$ cat config.mk
export PLATFORM = sky130hd
export DESIGN_NAME = cordic_phase_gen
export DESIGN_NICKNAME = d
export VERILOG_FILES = /design/src/rtl/cordic_pkg.sv /design/src/rtl/valid_delay_line.sv /design/src/rtl/cordic_phase_gen.sv
export SDC_FILE = /design/constraint.sdc
export NUM_CORES = 1
export LEC_CHECK = 0
export ABC_AREA = 0
export BUFFER_PORTS_ARGS = -buffer_cell sky130_fd_sc_hd__buf_2
export CAP_MARGIN = 40
export CORE_MARGIN = 2
export CORE_UTILIZATION = 45
export DETAILED_ROUTE_END_ITERATION = 10
export PLACE_DENSITY = 0.73
export SLEW_MARGIN = 20
export SYNTH_ARGS = -nofsm -noshare
export SYNTH_HDL_FRONTEND = slang
export SYNTH_SLANG_ARGS = --single-unit
$ cat constraint.sdc
create_clock -name clock -period 3.15 [get_ports clock]
set_input_delay 0.63 -clock clock [delete_from_list [all_inputs] [get_ports clock]]
set_output_delay 0.63 -clock clock [all_outputs]
set_load 0.05 [all_outputs]
$ cat src/rtl/cordic_pkg.sv
// +--------------------------------------------------------------------+
// | cordic_pkg : shared widths, gain constant and phase-gen states      |
// | Rev 1.0                                                            |
// +--------------------------------------------------------------------+
`default_nettype none

package cordic_pkg;
  localparam int          DATA_WIDTH_DEF  = 16;
  localparam int          ANGLE_WIDTH_DEF = 32;
  localparam int          ITER_DEF        = 16;
  localparam logic [15:0] KINV_Q15_DEF    = 16'd19898;
  localparam logic [31:0] PI_OVER_2       = 32'h4000_0000;

  typedef enum logic [1:0] {
    IDLE  = 2'd0,
    RUN   = 2'd1,
    DRAIN = 2'd2
  } phase_gen_state_e;
endpackage

`default_nettype wire

$ cat src/rtl/valid_delay_line.sv
// +--------------------------------------------------------------------+
// | valid_delay_line : DEPTH-stage strobe delay matching rotator latency |
// | Rev 1.0                                                            |
// +--------------------------------------------------------------------+
`default_nettype none

module valid_delay_line #(
  parameter int DEPTH = 16
) (
  input  logic clock,
  input  logic reset_n,
  input  logic in_valid,
  output logic out_valid,
  output logic empty
);
  logic [DEPTH-1:0] vdly_q;
  logic [DEPTH-1:0] vdly_d;

  always_comb begin
    vdly_d = {vdly_q[DEPTH-2:0], in_valid};
  end

  always_ff @(posedge clock or negedge reset_n) begin
    if (!reset_n) vdly_q <= '0;
    else          vdly_q <= vdly_d;
  end

  assign out_valid = vdly_q[DEPTH-1];
  // After this edge nothing remains behind the output stage, so the
  // final pulse leaves on its own and the owner may stop waiting now.
  assign empty     = ~|vdly_d[DEPTH-2:0];
endmodule

`default_nettype wire

$ cat src/rtl/cordic_phase_gen.sv
// +--------------------------------------------------------------------+
// | cordic_phase_gen : NCO + gain-precompensated feeder for sine_cosine |
// | Rev 1.0                                                            |
// +--------------------------------------------------------------------+
`default_nettype none

module cordic_phase_gen
  import cordic_pkg::*;
#(
  parameter int          DATA_WIDTH  = DATA_WIDTH_DEF,
  parameter int          ANGLE_WIDTH = ANGLE_WIDTH_DEF,
  parameter int          ITER        = ITER_DEF,
  parameter logic [15:0] KINV_Q15    = KINV_Q15_DEF
) (
  input  logic                   clock,
  input  logic                   reset_n,
  input  logic                   start,
  input  logic                   stop,
  input  logic                   cfg_valid,
  output logic                   cfg_ready,
  input  logic [ANGLE_WIDTH-1:0] cfg_freq,
  input  logic [ANGLE_WIDTH-1:0] cfg_phase,
  input  logic [DATA_WIDTH-2:0]  cfg_amp,
  output logic [ANGLE_WIDTH-1:0] angle,
  output logic [DATA_WIDTH-1:0]  Xin,
  output logic [DATA_WIDTH-1:0]  Yin,
  output logic                   sample_valid,
  output logic                   out_valid,
  output logic                   busy
);
  localparam int PROD_W = DATA_WIDTH - 1 + 16;

  phase_gen_state_e       state_q, state_d;
  logic [ANGLE_WIDTH-1:0] phase_q, phase_d;
  logic [ANGLE_WIDTH-1:0] freq_q, freq_d;
  logic [ANGLE_WIDTH-1:0] angle_q, angle_d;
  logic [DATA_WIDTH-1:0]  xk_q, xk_d;
  logic [DATA_WIDTH-1:0]  xin_q, xin_d;
  logic                   sample_valid_q, sample_valid_d;
  logic [PROD_W-1:0]      amp_prod;
  logic                   cfg_fire;
  logic                   dly_empty;

  // amp * (1/K) in Q15; the shifted result is always below 2^(DATA_WIDTH-1)
  assign amp_prod = PROD_W'(cfg_amp) * PROD_W'(KINV_Q15);
  assign cfg_fire = cfg_valid && cfg_ready;

  always_comb begin
    state_d        = state_q;
    phase_d        = phase_q;
    freq_d         = freq_q;
    xk_d           = xk_q;
    angle_d        = angle_q;
    xin_d          = xin_q;
    sample_valid_d = 1'b0;
    if (cfg_fire) begin
      freq_d = cfg_freq;
      xk_d   = DATA_WIDTH'(amp_prod >> 15);
    end
    case (state_q)
      IDLE: begin
        if (cfg_fire) phase_d = cfg_phase;
        if (start)    state_d = RUN;
      end
      RUN: begin
        angle_d        = phase_q;
        xin_d          = xk_q;
        sample_valid_d = 1'b1;
        phase_d        = phase_q + freq_q;
        if (stop) state_d = DRAIN;
      end
      DRAIN: begin
        if (dly_empty) state_d = IDLE;
      end
      default: state_d = IDLE;
    endcase
  end

  always_ff @(posedge clock or negedge reset_n) begin
    if (!reset_n) begin
      state_q        <= IDLE;
      phase_q        <= '0;
      freq_q         <= '0;
      xk_q           <= '0;
      angle_q        <= '0;
      xin_q          <= '0;
      sample_valid_q <= 1'b0;
    end else begin
      state_q        <= state_d;
      phase_q        <= phase_d;
      freq_q         <= freq_d;
      xk_q           <= xk_d;
      angle_q        <= angle_d;
      xin_q          <= xin_d;
      sample_valid_q <= sample_valid_d;
    end
  end

  valid_delay_line #(
    .DEPTH (ITER)
  ) u_vdly (
    .clock     (clock),
    .reset_n   (reset_n),
    .in_valid  (sample_valid_q),
    .out_valid (out_valid),
    .empty     (dly_empty)
  );

  assign cfg_ready    = (state_q != DRAIN);
  assign busy         = (state_q == RUN) || (state_q == DRAIN);
  assign angle        = angle_q;
  assign Xin          = xin_q;
  assign Yin          = '0;
  assign sample_valid = sample_valid_q;
endmodule

`default_nettype wire

# [Yosys cells after proc, flatten, opt, wreduce, memory -nomap -nowiden]
# Index checks and enable logic that the tools add are counted.
[classes] eq_ne=7 reduce_logical=7 n_mux=7 n_addsub=1 mul=1
[op_table] op="32-bit one-hot mux with 2 select lines" n=1
[op_table] op="32-bit adder" n=1
[op_table] op="32-bit 2-to-1 mux" n=1
[op_table] op="15-bit by 14-bit multiplier with 29-bit output, second input constant" n=1
[op_table] op="15-bit OR reduction" n=1
[op_table] op="2-bit inequality test, second input constant" n=5
[op_table] op="2-bit 2-to-1 mux" n=3
[op_table] op="2-bit one-hot mux with 3 select lines" n=1
[op_table] op="3-bit AND reduction" n=1
[op_table] op="2-bit by 1-bit equality test with 1-bit output, second input constant" n=1
[op_table] op="2-bit equality test, second input constant" n=1
[op_table] op="2-bit zero test" n=1
[op_table] op="2-bit AND reduction" n=1
[op_table] op="2-bit nonzero test" n=1
[op_table] op="1-bit logical AND" n=1
[op_table] op="1-bit logical OR" n=1
[op_table] op="1-bit 2-to-1 mux" n=1
[word_totals] out_inout_bits=68 elab_cells=31 regBits=145

# [Depth between registers and ports, before layout]
# Gate-level depths: netlist of the first run.
[depth] ltp_word=4 ltp_mapped=22

# [Cells and area by module]
# Synthesis of the first run repeated with hierarchy kept, for this count alone.
[hier_totals] hier_cells=1132 area_unflattened_um2=11373.4
[by_module_without_submodules] module="cordic_phase_gen" n_inst=1 area_per_inst_um2=10940.5 cells_each=1111
[by_module_without_submodules] module="valid_delay_line" n_inst=1 area_per_inst_um2=432.9 cells_each=21

# [Worst setup path after synthesis of the first run]
# Ideal clock, no wire load.
[synth_path] path_kind="input-to-reg" from="input cfg_amp[8]" to="register xk_q[13]" setup_time_ns=0.137 path_stages=22 n_path_buf=0 slack_ns=-2.723 t_arrival_ns=5.736 cell_sequence="inv_1 fa_1 inv_1 ha_1 inv_1 fa_1 inv_1 fa_1 fa_1 inv_1 fa_1 inv_1 ha_1 a21o_1 a21o_1 a211oi_1 nor2_1 nor4_1 o21bai_1 a21bo_2 a2111oi_0 nor3_1"
[synth_via] elab_chain_len=1
[synth_lines] element="start: declaration" line_no="cordic_phase_gen.sv:23" rtl="input logic [DATA_WIDTH-2:0] cfg_amp,"
[synth_lines] element="15-bit by 14-bit multiplier with 29-bit output" line_no="cordic_phase_gen.sv:45" rtl="assign amp_prod = PROD_W'(cfg_amp) * PROD_W'(KINV_Q15);"
[synth_lines] element="end signal: assignment" line_no="cordic_phase_gen.sv:92" rtl="xk_q <= xk_d;"
[synth_lines] element="end: declaration" line_no="cordic_phase_gen.sv:37" rtl="logic [DATA_WIDTH-1:0] xk_q, xk_d;"
# No other way between the ends.
# A chain may end at the register's enable or synchronous reset.

# [Worst setup path in the final report of the first run]
[layout_path] from="input cfg_amp[10]" to="register xk_q[14]"
# Same word-level chain as after synthesis.

==> results of run 1 <==
[layout by cell type, fill, tap and decap left out, types with 6 or more instances in the layout]
cell,instances
ha_1,136
fa_1,82
nor3_1,10
mux2i_1,19
xnor2_1,13
clkbuf_16,17
nand3_1,14
nor2_1,29
nor4_1,6
a21o_1,15
dfrtp_1,145
buf_4,111
nand4_1,8
inv_2,7
or3_1,6
mux2_2,48
a211oi_1,6
xor2_1,15
inv_1,153
o21ai_0,54
ha_4,7
inv_6,6
buf_2,131
and3_1,9
nand2_1,166
o211ai_1,7
conb_1,17
a21oi_1,57
o21ai_1,11
[area by class of cell]
class                           count  area [um^2]  share of cell area
Multi-Input combinational cell    815         7280               0.516
Sequential cell                   145         3630               0.257
Timing Repair Buffer              251         1620               0.115
Inverter                          162          616              0.0436
Clock buffer                       18          439              0.0311
Tap cell                          330          413              0.0292
Clock inverter                     14          120             0.00851
[cells in the mapped netlist, types with 2 or more instances]
cell type	instances	area share
o22ai_1	3	0.0016
o21bai_1	5	0.0033
nand2b_1	2	0.0011
buf_4	17	0.011
o221ai_1	2	0.0015
a21o_1	15	0.0099
o21a_1	2	0.0013
xnor2_1	17	0.013
nand2_1	167	0.055
nor2_1	30	0.0099
nor4_1	8	0.0044
a2111oi_0	3	0.0023
o21ai_1	3	0.0013
xor2_1	16	0.012
a31oi_1	5	0.0027
fa_1	83	0.15
inv_1	162	0.053
a211oi_1	8	0.0053
mux2_2	48	0.047
nor3_1	11	0.0048
a21boi_0	3	0.0020
o31ai_1	2	0.0013
clkbuf_1	29	0.0095
ha_1	145	0.16
buf_1	6	0.0020
nand3_1	14	0.0061
mux2i_1	20	0.018
nor2b_1	7	0.0038
or3_1	7	0.0038
o211ai_1	7	0.0046
and3_1	9	0.0049
nand4_1	8	0.0044
a21oi_1	62	0.027
dfrtp_1	145	0.32
o21ai_0	64	0.028
o31ai_2	2	0.0022
[metal layers]
metal | global-route usage | routed length [um]
met1 | 0.286 | 12300
met2 | 0.380 | 14200
met3 | 0.0401 | 1410
met4 | 0.0648 | 551
met5 | 0 | 0
[cells by family after synthesis]
| kind of cell | Yosys count |
|---|---|
| buffers and inverters | 215 |
| and+or+nand+nor | 266 |
| muxes | 68 |
| xor gates and xnor gates | 33 |
| DFF | 145 |
| other | 1 |
| AOI/OAI and AO/OA | 203 |
| adders and majority gates | 228 |
[final timing paths]
path | start | to | slack [ps] | cells after the start
max in group asynchronous | reset_n | xk_q[4]$_DFFE_PN0P_ | 1710 | 4
min in group asynchronous | reset_n | freq_q[19]$_DFFE_PN0P_ | 540 | 2
max | cfg_amp[10] | xk_q[14]$_DFFE_PN0P_ | -2200 | 24
min | u_vdly.vdly_q[14]$_DFF_PN0_ | u_vdly.vdly_q[15]$_DFF_PN0_ | 370 | 0
max reg2reg | phase_q[0]$_DFFE_PN0P_ | phase_q[26]$_DFFE_PN0P_ | 210 | 13
min reg2reg | u_vdly.vdly_q[14]$_DFF_PN0_ | u_vdly.vdly_q[15]$_DFF_PN0_ | 370 | 0
[state kept, by name, indices dropped and copies added (netlist names)]
name / cells
angle: 32
freq_q: 32
phase_q: 32
u_vdly.vdly_q: 16
Xin: 15
xk_q: 15
state_q: 2
sample_valid: 1
[per-stage QoR]
stage	setup WS, ps	util	setup TNS, ps
global placement	-2670	0.527	-37510
finish	-2200	0.564	-31000
detailed placement	-2760	0.527	-38850
global route	-2470	0.564	-34420
CTS	-2210	0.559	-30170
floorplan	-2360	-	-31230
[worst register-to-register path: cells and delay by family, from the launching register on]
family | cells | cell delay, ps
fa+ha+maj | 2 | 610
xor+xnor | 1 | 150
compound gates | 6 | 1150
buf+inv | 2 | 210
simple gates | 2 | 350
flops | 1 | 380
[timing repair]
action                     4_1_cts  5_1_grt
setup endpoints to repair       15       20
hold endpoints to repair         0        1
hold buffers                     0        1
buffers inserted                 5        2
pin swaps                       25        8
gates resized for setup         41       15
==> flow_summary.ini, run 1 <==
[setup_path]
required_ps = 3440
critical_path_class = in -> reg
cp_top_family = adder cells
cp_num_buf_inv = 8
critPathMaxFanout = 3
slowest_delay_ps = 540
cp-end-kind = register
cp_slowest_cell = fa_1
cp_cell_sequence = buf_8, clkinvlp_4, fa_1, inv_1, ha_1, inv_2, fa_1, inv_2, fa_1, fa_1, inv_1, fa_1, inv_2, ha_4, a21o_1, a21o_1, a211oi_2, nor2_2, nor4_2, o21bai_1, buf_4, a211oi_2, xor2_1, o21ai_1
worstPathArrival_ps = 5640
crit_path_frequent_cell = fa_1
critPathLaunchType = input pin

[placed_design]
routabilityCongestion = 0.930
portBuffers = 134
dp_hpwl_um = 22100
dp_cells = 1694
place_area_um2 = 13200

[clock_network]
numCtsBuffers = 17
cts_max_level = 4
clockRootBuffer = clkbuf_16
cts_buffer_depth = 2
clk_pin_slew_worst_paths_ps = 60
insertion_delay_ps = 430
cts_tree = yes
clock_sinks = 145

[synth]
synth_cell_types = 58
yosysSeqAreaShare = 0.318
syn_area_um2 = 11400
synth_compound_area_frac = 0.111
synth_mux_area_frac = 0.0649
avgSynthCellArea_um2 = 9.85
synthCells = 1159
synth-main-ff-cell = dfrtp_1
synth_top_family_by_area = adder cells
synth-simple-area-share = 0.100
synth_xor_area_frac = 0.0253
synth_edf_count = 0
ys.warnings.count = 0
async_flop_share = 1.00
yosys.area_share.adder = 0.304
ys_ff_latch = 145

[die]
design.core.area_um2 = 25000
dieWidth_um = 163
num_rows = 58
die_height_um = 163
start_util = 0.456
ioPinCount = 152
dieArea_um2 = 26700

[worst_hold_path]
hold_class = reg -> reg

[global_routing]
grt_pass1_vias = 9234
grt_pass1_wl_um = 46300
grt_max_degree = 84
antenna_found_initial = 0
gr-usage-all-layers = 0.222
grt-ovfl-total = 0

[detailed_routing]
routed_wl_um = 28400
wire_per_inst_um = 16.4
vias = 8939
viasPerCell = 5.15
drtAntennaViolNets = 0
drcViolationCount = 0
first_iter_violations = 570
dr.pass1.iters = 5

[timing]
finalHoldViolCount = 0
setup_viol = 15
slew_headroom = 0.485
slew_viol_final = 0
rsz0062_at_grt = true
whs_ps = 368
worstMarginPinSlew_ps = 770
max_freq_mhz = 187
layout_setup_ws_ps = -2200
finalCritPeriodShare = 1.70
skew_ps = 6.34
period_needed_ps = 5350

[status]
outcome = finished with violations
violations = negative setup slack

[final_layout]
fillCellCount = 2137
diodes = 0
nNetsFinal = 1704
final_cells = 1735
drive_above_1_share = 0.276
areaGrowthSynthToFinish_pct = 23.6
fin_area_um2 = 14100

[run]
maxCapViolations = 0
Power of run 1 is left out: the tool's default activity adds up to more than one toggle a clock period on the data nets, which glitch-free logic cannot reach.
==> inputs of run 2 (changes only) <==
--- a/config.mk
+++ b/config.mk
@@ -11,6 +11,7 @@
 export CORE_MARGIN = 2
 export CORE_UTILIZATION = 45
 export DETAILED_ROUTE_END_ITERATION = 10
+export GPL_TIMING_DRIVEN = 0
 export PLACE_DENSITY = 0.73
 export SLEW_MARGIN = 20
 export SYNTH_ARGS = -nofsm -noshare
==> run 2 against run 1 <==
Net effect: the flow still finishes with violations (negative setup slack); flip-flop and latch count stayed put; via count is 0.98% lower; core utilization is 1.3 points lower; cell count is 2.4% lower; clock skew is 5.9 ps higher; die area stayed put; critical path type unchanged; highest routed layer unchanged.
==> flow_summary.ini, run 2 (synthesis gave the netlist of run 1 again) <==
[timing]
max_freq_mhz = 184
setup_viol = 15
rsz0062_at_grt = true
finalCritPeriodShare = 1.73
skew_ps = 12.2
layout_setup_ws_ps = -2280
slew_viol_final = 0
tns_ps = -31470
worstMarginPinSlew_ps = 868
finalHoldViolCount = 0
slew_headroom = 0.421
period_needed_ps = 5430

[worst_hold_path]
hold_class = in -> async

[final_layout]
fillCellCount = 2197
areaGrowthSynthToFinish_pct = 20.7
regArea_um2 = 3630
final_common_cell = nand2_1
multi_input_comb_area_um2 = 7280
layout_common_cells = nand2_1, dfrtp_1, inv_1
final_cells = 1693
fin_area_um2 = 13800
drive_above_1_share = 0.233
nNetsFinal = 1661

[detailed_routing]
drtAntennaViolNets = 0
viasPerCell = 5.23
first_iter_violations = 568
routed_wl_um = 28700
wire_per_inst_um = 16.9
vias = 8851
drcViolationCount = 0
dr.pass1.iters = 5

[global_routing]
gr-usage-all-layers = 0.220
grt-ovfl-total = 0
grt_pass1_vias = 9048
antenna_found_initial = 1
grt_max_degree = 80
grt_pass1_wl_um = 45700

[setup_path]
critical_path_class = in -> reg
critPathLaunchType = input pin
critPathMaxFanout = 3
cp-end-kind = register
required_ps = 3450
rr_startpoint = phase_q[0]$_DFFE_PN0P_
worstPathArrival_ps = 5740
worstSetupStartpoint = cfg_amp[10]

[die]
dieArea_um2 = 26700
design.core.area_um2 = 25000
num_rows = 58
start_util = 0.456
die_height_um = 163
dieWidth_um = 163
ioPinCount = 152

[placed_design]
dp_hpwl_um = 22200
portBuffers = 134
dp_cells = 1640
place_area_um2 = 12600
routabilityCongestion = 0.980

[clock_network]
insertion_delay_ps = 430
cts_max_level = 4
cts_tree = yes
clock_sinks = 145
postCtsHoldBufs = 0
numCtsBuffers = 17
clk_pin_slew_worst_paths_ps = 70
clockRootBuffer = clkbuf_16
cts_buffer_depth = 2

[status]
violations = negative setup slack
outcome = finished with violations

[run]
maxCapViolations = 0
[run 2: cell types whose count changed in the layout (fill, tap and decap cells not counted), moves of 2 or more]
cell / before / now
buf_1: 0 / 6
clkbuf_1: 0 / 29
clkinv_4: 2 / 4
inv_6: 6 / 2
a21oi_4: 3 / 1
buf_2: 131 / 126
inv_1: 153 / 145
xnor2_2: 3 / 5
buf_6: 4 / 7
inv_2: 7 / 13
o21ai_1: 11 / 14
o21ai_0: 54 / 50
bufinv_16: 0 / 3
buf_4: 111 / 34
[run 2: stage by stage]
step / utilization / worst slack [ps] / hold WS, ps
floorplan: - / -2360 / 331
global placement: 0.503 / -2970 / 337
detailed placement: 0.505 / -3120 / 341
CTS: 0.542 / -2260 / 201
global route: 0.551 / -2510 / 224
finish: 0.551 / -2280 / 185
[run 2: layout make-up]
type,instances,share of cell area
multi-input cells,815,0.528
flip-flops and latches,145,0.263
repair buffers,155,0.0680
inverters,162,0.0452
clock buffers,18,0.0319
well taps,330,0.0300
plain buffers,53,0.0192
clock inverters,14,0.0143
diodes,1,0.000182
[run 2: layer usage]
metal	global-route usage	vias to the layer above	share of wire
li1	-	4233	-
met1	0.282	4351	0.43
met2	0.391	234	0.50
met3	0.0310	33	0.047
met4	0.0551	0	0.018
met5	0	-	0
[run 2: path summary, 6_finish.rpt]
check / to / slack, ps / cells after the start
setup / recovery: xk_q[13]$_DFFE_PN0P_ / -2280 / 23
hold / removal: angle[19]$_DFFE_PN0P_ / 180 / 1
setup reg to reg: phase_q[26]$_DFFE_PN0P_ / 190 / 12
hold reg to reg: u_vdly.vdly_q[15]$_DFF_PN0_ / 360 / 0
max in group asynchronous: Xin[3]$_DFFE_PN0P_ / 2200 / 2
min in group clock: u_vdly.vdly_q[15]$_DFF_PN0_ / 360 / 0
[run 2: critical path, stage by stage]
cell and delay (ps):
buf_12 80, clkinvlp_4 110, fa_1 550, inv_1 40, ha_1 280, inv_2 40, fa_1 480, inv_1 60
fa_1 460, fa_1 520, inv_2 40, fa_1 490, inv_2 50, ha_4 210, a21o_1 160, a21o_1 160
a211oi_2 240, nor2_2 90, nor4_2 300, o21bai_2 140, a21bo_2 250, a2111oi_4 280, nor3_1 80
[run 2: what timing repair did]
item	CTS	global route
endpoints found under the setup margin	18	18
resized for setup	52	35
pin swaps	19	28
buffers inserted	14	5
Power of run 2 is left out for the same reason.
==> inputs of run 3 (changes only) <==
--- a/config.mk
+++ b/config.mk
@@ -6,13 +6,13 @@
 export NUM_CORES = 1
 export LEC_CHECK = 0
 export ABC_AREA = 0
-export BUFFER_PORTS_ARGS = -buffer_cell sky130_fd_sc_hd__buf_2
 export CAP_MARGIN = 40
 export CORE_MARGIN = 2
 export CORE_UTILIZATION = 45
 export DETAILED_ROUTE_END_ITERATION = 10
+export DONT_BUFFER_PORTS = 1
 export GPL_TIMING_DRIVEN = 0
-export PLACE_DENSITY = 0.73
+export PLACE_DENSITY = 0.68
 export SLEW_MARGIN = 20
 export SYNTH_ARGS = -nofsm -noshare
 export SYNTH_HDL_FRONTEND = slang
==> run 3 against run 2 <==
Net effect: the flow finishes with violations (negative hold slack, negative setup slack); die area stayed put; sequential share of layout area is 1.7 points higher; wire length is 3.7% lower; cell count is 8.0% lower; critical path type unchanged; highest routed layer is now met5.
==> flow_summary.ini, run 3 (synthesis gave the netlist of run 1 again) <==
[setup_path]
crit_path_frequent_cell = fa_1
worstSetupStartpoint = cfg_amp[10]
reg2reg_depth = 13
critPathMaxFanout = 5
critical_path_class = in -> reg
worstPathArrival_ps = 5610
rrSetupSlack_ps = 160
critPathLaunchType = input pin
r2r-end = phase_q[26]$_DFFE_PN0P_
cp_slowest_cell = fa_1
critPathCapture = xk_q[11]$_DFFE_PN0P_
rr_startpoint = freq_q[0]$_DFFE_PN0P_
cp_cell_sequence = clkinvlp_4, fa_1, inv_1, ha_1, inv_1, fa_1, inv_2, fa_1, fa_1, inv_2, fa_1, inv_2, ha_4, a21o_1, a21o_1, a211oi_2, buf_4, o211ai_1, o21ai_2, o22ai_2, or2_4, a2bb2oi_1, o22ai_1
required_ps = 3480
slowest_delay_ps = 540
cp-end-kind = register

[clock_network]
clock_sinks = 145
clockRootBuffer = clkbuf_16
cts_buffer_depth = 2
cts_tree = yes
numCtsBuffers = 17
insertion_delay_ps = 430
clk_pin_slew_worst_paths_ps = 60
cts_max_level = 4

[die]
start_util = 0.456
dieArea_um2 = 26700
design.core.area_um2 = 25000
die_height_um = 163
ioPinCount = 152
dieWidth_um = 163
num_rows = 58

[detailed_routing]
drtAntennaViolNets = 0
first_iter_violations = 644
viasPerCell = 5.34
wire_per_inst_um = 17.7
routed_wl_um = 27600
vias = 8320
drcViolationCount = 0
dr.pass1.iters = 5

[status]
violations = negative hold slack, negative setup slack
outcome = finished with violations

[final_layout]
layout_common_cells = nand2_1, inv_1, dfrtp_1
fillCellCount = 2290
final_common_cell = nand2_1
areaGrowthSynthToFinish_pct = 13.5
nNetsFinal = 1523
multi_input_comb_area_um2 = 7290
drive_above_1_share = 0.140
regArea_um2 = 3630
fin_area_um2 = 13000

[global_routing]
grt-ovfl-total = 0
grt_pass1_wl_um = 43900
grt_pass1_vias = 8379
grt_max_degree = 146
antenna_found_initial = 3
gr-usage-all-layers = 0.213

[run]
maxCapViolations = 0

[timing]
worstMarginPinSlew_ps = 785
rsz0062_at_grt = true
whs_ps = -104
max_freq_mhz = 190
layout_setup_ws_ps = -2130
finalCritPeriodShare = 1.67
skew_ps = 8.15
slew_viol_final = 0
period_needed_ps = 5280
slew_headroom = 0.476
setup_viol = 15
finalHoldViolCount = 145

[placed_design]
place_area_um2 = 11900
routabilityCongestion = 0.947
dp_hpwl_um = 21500
portBuffers = 0

[worst_hold_path]
hold_class = in -> async
-- run 3: changes by cell type in the layout (fill, tap and decap cells not counted), sizes merged --
cell,before,now
clkbuf,48,50
buf,178,41
bufinv,3,2
diode,1,3
clkinvlp,4,9
clkinv,6,2
inv,163,160
-- run 3: final cells by class --
type	instances	share of cell area
diodes	3	0.000579
plain buffers	53	0.0204
clock buffers	21	0.0348
clock inverters	11	0.0100
inverters	162	0.0484
multi-input cells	815	0.563
flip-flops and latches	145	0.280
well taps	330	0.0319
repair buffers	17	0.0114
-- run 3: metrics by stage --
step | TNS (ps) | hold slack (ps) | setup WS, ps | util | cells
2_1_floorplan | -31230 | 331 | -2360 | - | 1175
3_3_place_gp | -36830 | 336 | -2650 | 0.476 | 1505
3_5_place_dp | -37440 | 339 | -2700 | 0.476 | 1505
4_1_cts | -28320 | -115 | -2060 | 0.511 | 1547
5_1_grt | -32120 | -123 | -2330 | 0.518 | 1556
6_report | -28950 | -104 | -2130 | 0.518 | 1557
-- run 3: worst min-delay path by stage --
stage	slack [ps]	from	endpoint	cells past startpoint
finish	-100	reset_n	angle[19]$_DFFE_PN0P_	0
global route	-120	reset_n	angle[19]$_DFFE_PN0P_	0
CTS	-120	reset_n	angle[19]$_DFFE_PN0P_	0
detailed placement	340	reset_n	phase_q[22]$_DFFE_PN0P_	0
global placement	340	reset_n	angle[22]$_DFFE_PN0P_	0
floorplan	330	reset_n	Xin[0]$_DFFE_PN0P_	0
-- run 3: timing repair --
item,4_1_cts,5_1_grt
gates resized for setup,37,21
setup buffers,10,7
setup endpoints to repair,18,19
pin swaps,28,11
endpoints found under the hold margin,145,145
-- run 3: routing by layer --
| layer | track usage | vias up | part of all wire |
|---|---|---|---|
| met5 | 0 | - | 0.00047 |
| met4 | 0.0636 | 2 | 0.023 |
| met3 | 0.0480 | 42 | 0.062 |
| met2 | 0.356 | 224 | 0.48 |
| met1 | 0.276 | 4102 | 0.43 |
| li1 | - | 3950 | - |
-- run 3: critical path: cells and delay by family --
kind	cells	cell delay, ps
buffers and inverters	7	480
AO/OA/AOI/OAI	8	1300
adder cells (fa/ha/maj)	7	2920
AND/OR/NAND/NOR	1	270
Power of run 3 is left out for the same reason.
